## src/rtl/irq_pkg.sv

```systemverilog
// Shared definitions for the interrupt arbiter: FSM states, register map, ID width.
package irq_pkg;

  typedef enum logic [1:0] {
    ST_IDLE    = 2'd0,
    ST_ASSERT  = 2'd1,
    ST_SERVICE = 2'd2,
    ST_GAP     = 2'd3
  } irq_state_e;

  localparam logic [1:0] CFG_MASK   = 2'd0;
  localparam logic [1:0] CFG_PEND   = 2'd1;
  localparam logic [1:0] CFG_STATUS = 2'd2;

  function automatic int id_w(input int n_src);
    return (n_src < 2) ? 1 : $clog2(n_src);
  endfunction

endpackage

```

## src/rtl/irq_sync_edge.sv

```systemverilog
// Multi-flop synchroniser for one async IRQ line followed by a registered
// rising-edge pulse (one pulse per low-to-high transition).
module irq_sync_edge #(
  parameter int SYNC_STAGES = 2
) (
  input  logic clk,
  input  logic rst,
  input  logic async_in,
  output logic pulse
);

  logic [SYNC_STAGES-1:0] sync_q, sync_d;
  logic                   prev_q, prev_d;
  logic                   pulse_q, pulse_d;

  always_comb begin
    sync_d  = {sync_q[SYNC_STAGES-2:0], async_in};
    prev_d  = sync_q[SYNC_STAGES-1];
    pulse_d = sync_q[SYNC_STAGES-1] & ~prev_q;
  end

  always_ff @(posedge clk) begin
    if (rst) begin
      sync_q  <= '0;
      prev_q  <= 1'b0;
      pulse_q <= 1'b0;
    end else begin
      sync_q  <= sync_d;
      prev_q  <= prev_d;
      pulse_q <= pulse_d;
    end
  end

  assign pulse = pulse_q;

endmodule

```

## src/rtl/irq_arbiter.sv

```systemverilog
// Multi-source interrupt front end for cp0: edge capture, mask, fixed priority,
// and a request/taken/ERET/gap sequencer driving a single registered ir_out.
module irq_arbiter import irq_pkg::*; #(
  parameter int          N_SRC       = 8,
  parameter int          SYNC_STAGES = 2,
  parameter int          GAP_CYCLES  = 1,
  parameter logic [31:0] MASK_RST    = 32'h0,
  localparam int         ID_W        = id_w(N_SRC)
) (
  input  logic            clk,
  input  logic            rst,
  input  logic [N_SRC-1:0] irq_src,
  input  logic            cfg_we,
  input  logic [1:0]      cfg_addr,
  input  logic [31:0]     cfg_wdata,
  output logic [31:0]     cfg_rdata,
  output logic            ir_out,
  input  logic            ir_taken,
  input  logic            eret,
  output logic [ID_W-1:0] cur_id,
  output logic            busy
);

  localparam int GAP_W = $clog2(GAP_CYCLES + 1);

  irq_state_e       state_q, state_d;
  logic [ID_W-1:0]  cur_id_q, cur_id_d;
  logic [N_SRC-1:0] pend_q, pend_d;
  logic [N_SRC-1:0] mask_q, mask_d;
  logic [GAP_W-1:0] gap_q, gap_d;
  logic             ir_out_q, ir_out_d;
  logic             busy_q, busy_d;

  logic [N_SRC-1:0] src_pulse;
  logic [N_SRC-1:0] eligible;
  logic [N_SRC-1:0] cur_bit;
  logic [N_SRC-1:0] pend_clr;
  logic [ID_W-1:0]  winner;
  logic             eret_clr;
  logic             unused_wdata;

  for (genvar g = 0; g < N_SRC; g++) begin : g_sync
    irq_sync_edge #(.SYNC_STAGES(SYNC_STAGES)) u_sync (
      .clk      (clk),
      .rst      (rst),
      .async_in (irq_src[g]),
      .pulse    (src_pulse[g])
    );
  end

  assign eligible     = pend_q & mask_q;
  assign cur_bit      = {{(N_SRC-1){1'b0}}, 1'b1} << cur_id_q;
  assign unused_wdata = ^cfg_wdata;

  // Lowest index wins: scan downward so the last hit is the smallest index.
  always_comb begin
    winner = '0;
    for (int i = N_SRC - 1; i >= 0; i--) begin
      if (eligible[i]) winner = ID_W'(i);
    end
  end

  always_comb begin
    state_d  = state_q;
    cur_id_d = cur_id_q;
    gap_d    = gap_q;
    eret_clr = 1'b0;
    case (state_q)
      ST_IDLE: begin
        if (|eligible) begin
          state_d  = ST_ASSERT;
          cur_id_d = winner;
        end
      end
      ST_ASSERT: begin
        if (ir_taken) begin
          state_d = ST_SERVICE;
        end else if (!eligible[cur_id_q]) begin
          state_d = ST_GAP;
          gap_d   = '0;
        end
      end
      ST_SERVICE: begin
        if (eret) begin
          eret_clr = 1'b1;
          state_d  = ST_GAP;
          gap_d    = '0;
        end
      end
      ST_GAP: begin
        if (gap_q == GAP_W'(GAP_CYCLES - 1)) state_d = ST_IDLE;
        else                                 gap_d   = gap_q + 1'b1;
      end
      default: state_d = ST_IDLE;
    endcase
    ir_out_d = (state_d == ST_ASSERT);
    busy_d   = (state_d == ST_ASSERT) || (state_d == ST_SERVICE);
  end

  // New edges are OR-ed in after the clear so a coincident set wins.
  always_comb begin
    pend_clr = '0;
    if (cfg_we && (cfg_addr == CFG_PEND)) pend_clr = cfg_wdata[N_SRC-1:0];
    if (eret_clr) pend_clr = pend_clr | cur_bit;
    pend_d = (pend_q & ~pend_clr) | src_pulse;
    mask_d = (cfg_we && (cfg_addr == CFG_MASK)) ? cfg_wdata[N_SRC-1:0] : mask_q;
  end

  always_comb begin
    cfg_rdata = '0;
    case (cfg_addr)
      CFG_MASK:   cfg_rdata[N_SRC-1:0] = mask_q;
      CFG_PEND:   cfg_rdata[N_SRC-1:0] = pend_q;
      CFG_STATUS: begin
        cfg_rdata[9:8]      = state_q;
        cfg_rdata[ID_W-1:0] = cur_id_q;
      end
      default:    cfg_rdata = '0;
    endcase
  end

  always_ff @(posedge clk) begin
    if (rst) begin
      state_q  <= ST_IDLE;
      cur_id_q <= '0;
      pend_q   <= '0;
      mask_q   <= MASK_RST[N_SRC-1:0];
      gap_q    <= '0;
      ir_out_q <= 1'b0;
      busy_q   <= 1'b0;
    end else begin
      state_q  <= state_d;
      cur_id_q <= cur_id_d;
      pend_q   <= pend_d;
      mask_q   <= mask_d;
      gap_q    <= gap_d;
      ir_out_q <= ir_out_d;
      busy_q   <= busy_d;
    end
  end

  assign ir_out = ir_out_q;
  assign busy   = busy_q;
  assign cur_id = cur_id_q;

endmodule

```

## config.mk

```make
export PLATFORM = sky130hd
export DESIGN_NAME = irq_arbiter
export DESIGN_NICKNAME = d
export VERILOG_FILES = /design/src/rtl/irq_pkg.sv /design/src/rtl/irq_sync_edge.sv /design/src/rtl/irq_arbiter.sv
export SDC_FILE = /design/constraint.sdc
export NUM_CORES = 1
export LEC_CHECK = 0
export BUFFER_PORTS_ARGS = -buffer_cell sky130_fd_sc_hd__buf_4
export CAP_MARGIN = 20
export CELL_PAD_IN_SITES_DETAIL_PLACEMENT = 0
export CELL_PAD_IN_SITES_GLOBAL_PLACEMENT = 2
export CORE_UTILIZATION = 29
export DETAILED_ROUTE_END_ITERATION = 8
export HOLD_SLACK_MARGIN = 0.02
export PLACE_DENSITY_LB_ADDON = 0.3
export SLEW_MARGIN = 20
export SYNTH_ARGS = -nofsm -noshare
export SYNTH_HDL_FRONTEND = slang
export SYNTH_HIERARCHICAL = 1
export SYNTH_SLANG_ARGS = --single-unit
```

## constraint.sdc

```tcl
create_clock -name clk -period 2 [get_ports clk]
set_clock_uncertainty 0.1 [all_clocks]
set_input_delay 0.4 -clock clk [delete_from_list [all_inputs] [get_ports clk]]
set_output_delay 0.4 -clock clk [all_outputs]
set_load 0.03 [all_outputs]
```

==> results summary <==
The run finished with clean final reports. The number of standard cells in the layout, taps in and fillers out is 391. The upper clock frequency limit came out at 0.535 GHz. The placed wire-length estimate after detailed placement came out at 3570 µm. Broken down by cell family, the worst path's largest delay share belongs to flip-flops. For this design the ratio of total power to cell area is 772 nW/µm².

Among all flip-flop cells after synthesis, the most frequent one is sky130_fd_sc_hd__dfxtp_1. The first routing iteration left between 40 and 50 violations. TritonCTS built the clock tree. After detailed routing, the number of vias per cell comes to 4.35.

Yosys mapped the design onto 40 distinct sky130hd cell types. The tightest min-delay check is of the input pin to flip-flop type. The area growth from synthesis to layout is 20.6%. The initial antenna violation count came out at 0. The placer's final routability congestion estimate came out at 0.790. The first global-routing pass estimated around 8000 µm of wire. The dominant cell type by count on the critical path is sky130_fd_sc_hd__buf_4. The final max-slew violation count is 0.

The number of global-route vias before repair came to roughly 1500. The routed design could run at a clock period as short as roughly 1.9 ns. Setup violations remaining at the end of the flow were counted as 0. In this run the deepest clock path goes through 2 buffers. The clock buffer count from CTS is 5. 84 I/O pins were placed. The critical path in this run is classified as flip-flop to output port. The startpoint type of the worst setup path is a flip-flop. The proportion of register bits with asynchronous set or reset after synthesis is 0%. The clock-pin transition on the worst setup and hold timing paths came out at 0.11 ns. The clock latency on the worst-skew pair is 0.31 ns. The pin count of the biggest net entering global routing is 30. The internal portion of total power came out at 0.00162 W. The share of total power in the clock network came out at 35.8%. The detailed-route wire length per cell is 12.8 µm. The routed wire length came out at between 4000 and 5000 µm. The required time at the worst-slack endpoint is ~1.5 ns. The count of buffers inserted at the top-level ports is 37. The switching part of the total came out at a little over a quarter. The floorplan die width is 92.2 µm.

The area inside the core boundary came out at 7810 µm². In this run the static leakage power is 1.15 nW. After layout, the worst path uses 93.4% of the clock period.

Across every metal layer, demand over resource in global routing totals 12.2%. The flip-flop and latch count after synthesis came out at 55. The number of instances in the synthesized netlist is about 240. The worst-case IR drop observed on VDD is 0.368 mV. The layout net count came out at 336.

The final hold violation count came out at 0. The buffer and inverter count on the worst path is 2. The number of warnings reported in the yosys synthesis log is 6. The number of nets with antenna violations after routing is 0. The total congestion overflow came out at 0. The tree is rooted in a sky130_fd_sc_hd__clkbuf_8.

The arrival time at the worst endpoint came out at 1.37 ns. Once the floorplan was initialized, standard cells occupied 30.2% of the core. The number of cells upsized or downsized after cts is 0. In this run the register-to-register setup slack is 0.16 ns.

In the final layout, the share of cells above drive strength 1 is 24.2%. The number of hold-repair buffers added at the cts stage came out at 0. In this run the number of H-tree levels came out at 2. The first detailed-routing pass ran for 4 iterations. Of all nets on the critical path, the largest fanout is 8. After synthesis, the cell types taking the most area are sky130_fd_sc_hd__dfxtp_1 (47%), sky130_fd_sc_hd__buf_4 (7.3%), sky130_fd_sc_hd__nor2b_1 (6.9%), sky130_fd_sc_hd__mux2i_1 (6.8%), sky130_fd_sc_hd__nor3b_2 (4.2%). The tightest hold path in the finished design has a slack of between 0.15 and 0.2 ns. The floorplan die area is ~8500 µm². The antenna diode count came out at 0.

The final-layout setup total negative slack is 0 ns. The number of post-CTS setup repair buffers came out at 0. STA classifies the critical path endpoint as an output port. The area of the mapped netlist is 2360 µm². The sequential share of power is about 53%. The largest total area in the synthesized netlist belongs to sky130_fd_sc_hd__dfxtp_1. The clock sink count came out at 55.

Sequential cells were found to cover about 47% of the synthesized design area. For this run, design rule violations remaining after detail routing come to 0. From bottom edge to top edge, the die measures 92.2 µm. The cell count after placement came out at 383. The placement row count is 32.

The number of maximum-capacitance constraint violations is 0. In this run, synthesis inferred 0 flip-flops with an integrated enable. Traced cell by cell, the critical path runs through buf_4 > mux2i_1 > o21ai_1 > buf_4. The part of the total power dissipated in combinational logic came out at 11.4%. Setup repair after global routing left no endpoint under its margin. The area share of the largest cell type after synthesis came out at 46.7%. The peak per-stage delay on the critical path is approximately 0.5 ns. The filler cells instantiated in the layout total 839. The count of vias placed by the detailed router came out at 1701.

Summed over all nets, the switching power comes to slightly below 0.0006 W. The average instance in the mapped netlist occupies between 9 and 10 µm². The cell at the slowest stage of the critical path is sky130_fd_sc_hd__dfxtp_1.
power by group through the flow:
stage	clock network, W	registers (W)	logic [W]
2_1_floorplan	0	0.00118	0.000186
3_3_place_gp	0	0.00118	0.000250
3_5_place_dp	0	0.00118	0.000253
4_1_cts	0.000815	0.00116	0.000254
5_1_grt	0.000859	0.00117	0.000270
6_report	0.000788	0.00116	0.000250
layout make-up:
cell class	instances	area, µm²	share of cell area [%]
Inverter	7	26.3	0.923
Multi-Input combinational cell	171	1100	38.6
Timing Repair Buffer	48	373	13.1
Clock buffer	5	68.8	2.42
Clock inverter	3	50.0	1.76
Tap cell	102	128	4.48
Sequential cell	55	1100	38.7
kinds of logic (layout without fill, tap and decap cells):
| family | after synthesis | in the layout | share of synthesized area [%] |
|---|---|---|---|
| AO/OA/AOI/OAI | 34 | 34 | 10.1 |
| buffers and inverters | 39 | 63 | 10.1 |
| adder cells (fa/ha/maj) | 1 | 1 | 0.530 |
| AND/OR/NAND/NOR | 97 | 97 | 24.7 |
| other | 1 | 22 | 0.159 |
| flip-flops | 55 | 55 | 46.7 |
| multiplexers | 17 | 17 | 7.74 |
stage by stage:
stage	util, %	setup WS, ns	total power [W]	area (µm²)
after floorplan	-	0.0886	0.00137	2440
after global placement	34.9	0.185	0.00144	2730
after detailed placement	34.9	0.176	0.00144	2730
after CTS	36.5	0.109	0.00223	2850
after global routing	36.5	0.0240	0.00230	2850
final	36.5	0.131	0.00220	2850
layout by cell type (no fill, tap or decap), types with 2 or more instances in the layout:
cell                       instances
sky130_fd_sc_hd__a22oi_1           4
sky130_fd_sc_hd__o21ai_1           4
sky130_fd_sc_hd__mux2i_1          16
sky130_fd_sc_hd__nor3b_2           8
sky130_fd_sc_hd__nor2_1           22
sky130_fd_sc_hd__inv_1             6
sky130_fd_sc_hd__a21oi_1           7
sky130_fd_sc_hd__nand3_1           9
sky130_fd_sc_hd__or3_1             2
sky130_fd_sc_hd__clkbuf_8          5
sky130_fd_sc_hd__o211ai_1          7
sky130_fd_sc_hd__nor2b_1          26
sky130_fd_sc_hd__nor3b_1           2
sky130_fd_sc_hd__nand4b_1          2
sky130_fd_sc_hd__and3b_1           2
sky130_fd_sc_hd__buf_4            47
sky130_fd_sc_hd__a211o_1           2
sky130_fd_sc_hd__a31oi_1           3
sky130_fd_sc_hd__dfxtp_1          55
sky130_fd_sc_hd__nand2b_1          2
sky130_fd_sc_hd__nand2_1          15
sky130_fd_sc_hd__conb_1           22
synthesized netlist by cell type (3+ instances only):
master and number:
sky130_fd_sc_hd__dfxtp_1 55, sky130_fd_sc_hd__nor2b_1 26, sky130_fd_sc_hd__buf_4 23, sky130_fd_sc_hd__nor2_1 22, sky130_fd_sc_hd__mux2i_1 16, sky130_fd_sc_hd__nand2_1 15, sky130_fd_sc_hd__nand3_1 9, sky130_fd_sc_hd__nor3b_2 8
sky130_fd_sc_hd__a21oi_1 7, sky130_fd_sc_hd__o211ai_1 7, sky130_fd_sc_hd__inv_1 6, sky130_fd_sc_hd__clkbuf_1 5, sky130_fd_sc_hd__a22oi_1 4, sky130_fd_sc_hd__buf_2 4, sky130_fd_sc_hd__o21ai_1 4, sky130_fd_sc_hd__a31oi_1 3
layer usage:
layer  global-route usage, %  routed length (µm)  share of wire, %
met1                    16.2                2440                49
met2                    19.5                2330                47
met3                    2.49                 170               3.4
met4                    4.30                  52               1.0
met5                       0                   0                 0
final timing paths:
path         cells after the start                                from                                    end
min                              2                          irq_src[6]  g_sync[6].u_sync/sync_q[0]$_SDFF_PP0_
max reg2reg                      6              mask_q[2]$_SDFFE_PP0P_                        busy$_SDFF_PP0_
min reg2reg                      1  g_sync[5].u_sync/prev_q$_SDFF_PP0_      g_sync[5].u_sync/pulse$_SDFF_PP0_
max                              4              cur_id[1]$_SDFFE_PP0P_                           cfg_rdata[1]
sequential cells by signal, summed over array words and instances (netlist names), 2 cells and up:
name,cells
mask_q,8
g_sync.u_sync/sync_q,16
pend_q,8
g_sync.u_sync/prev_q,8
cur_id,3
state_q,2
g_sync.u_sync/pulse,8
Note: power is estimated with default switching activity, not from simulation.
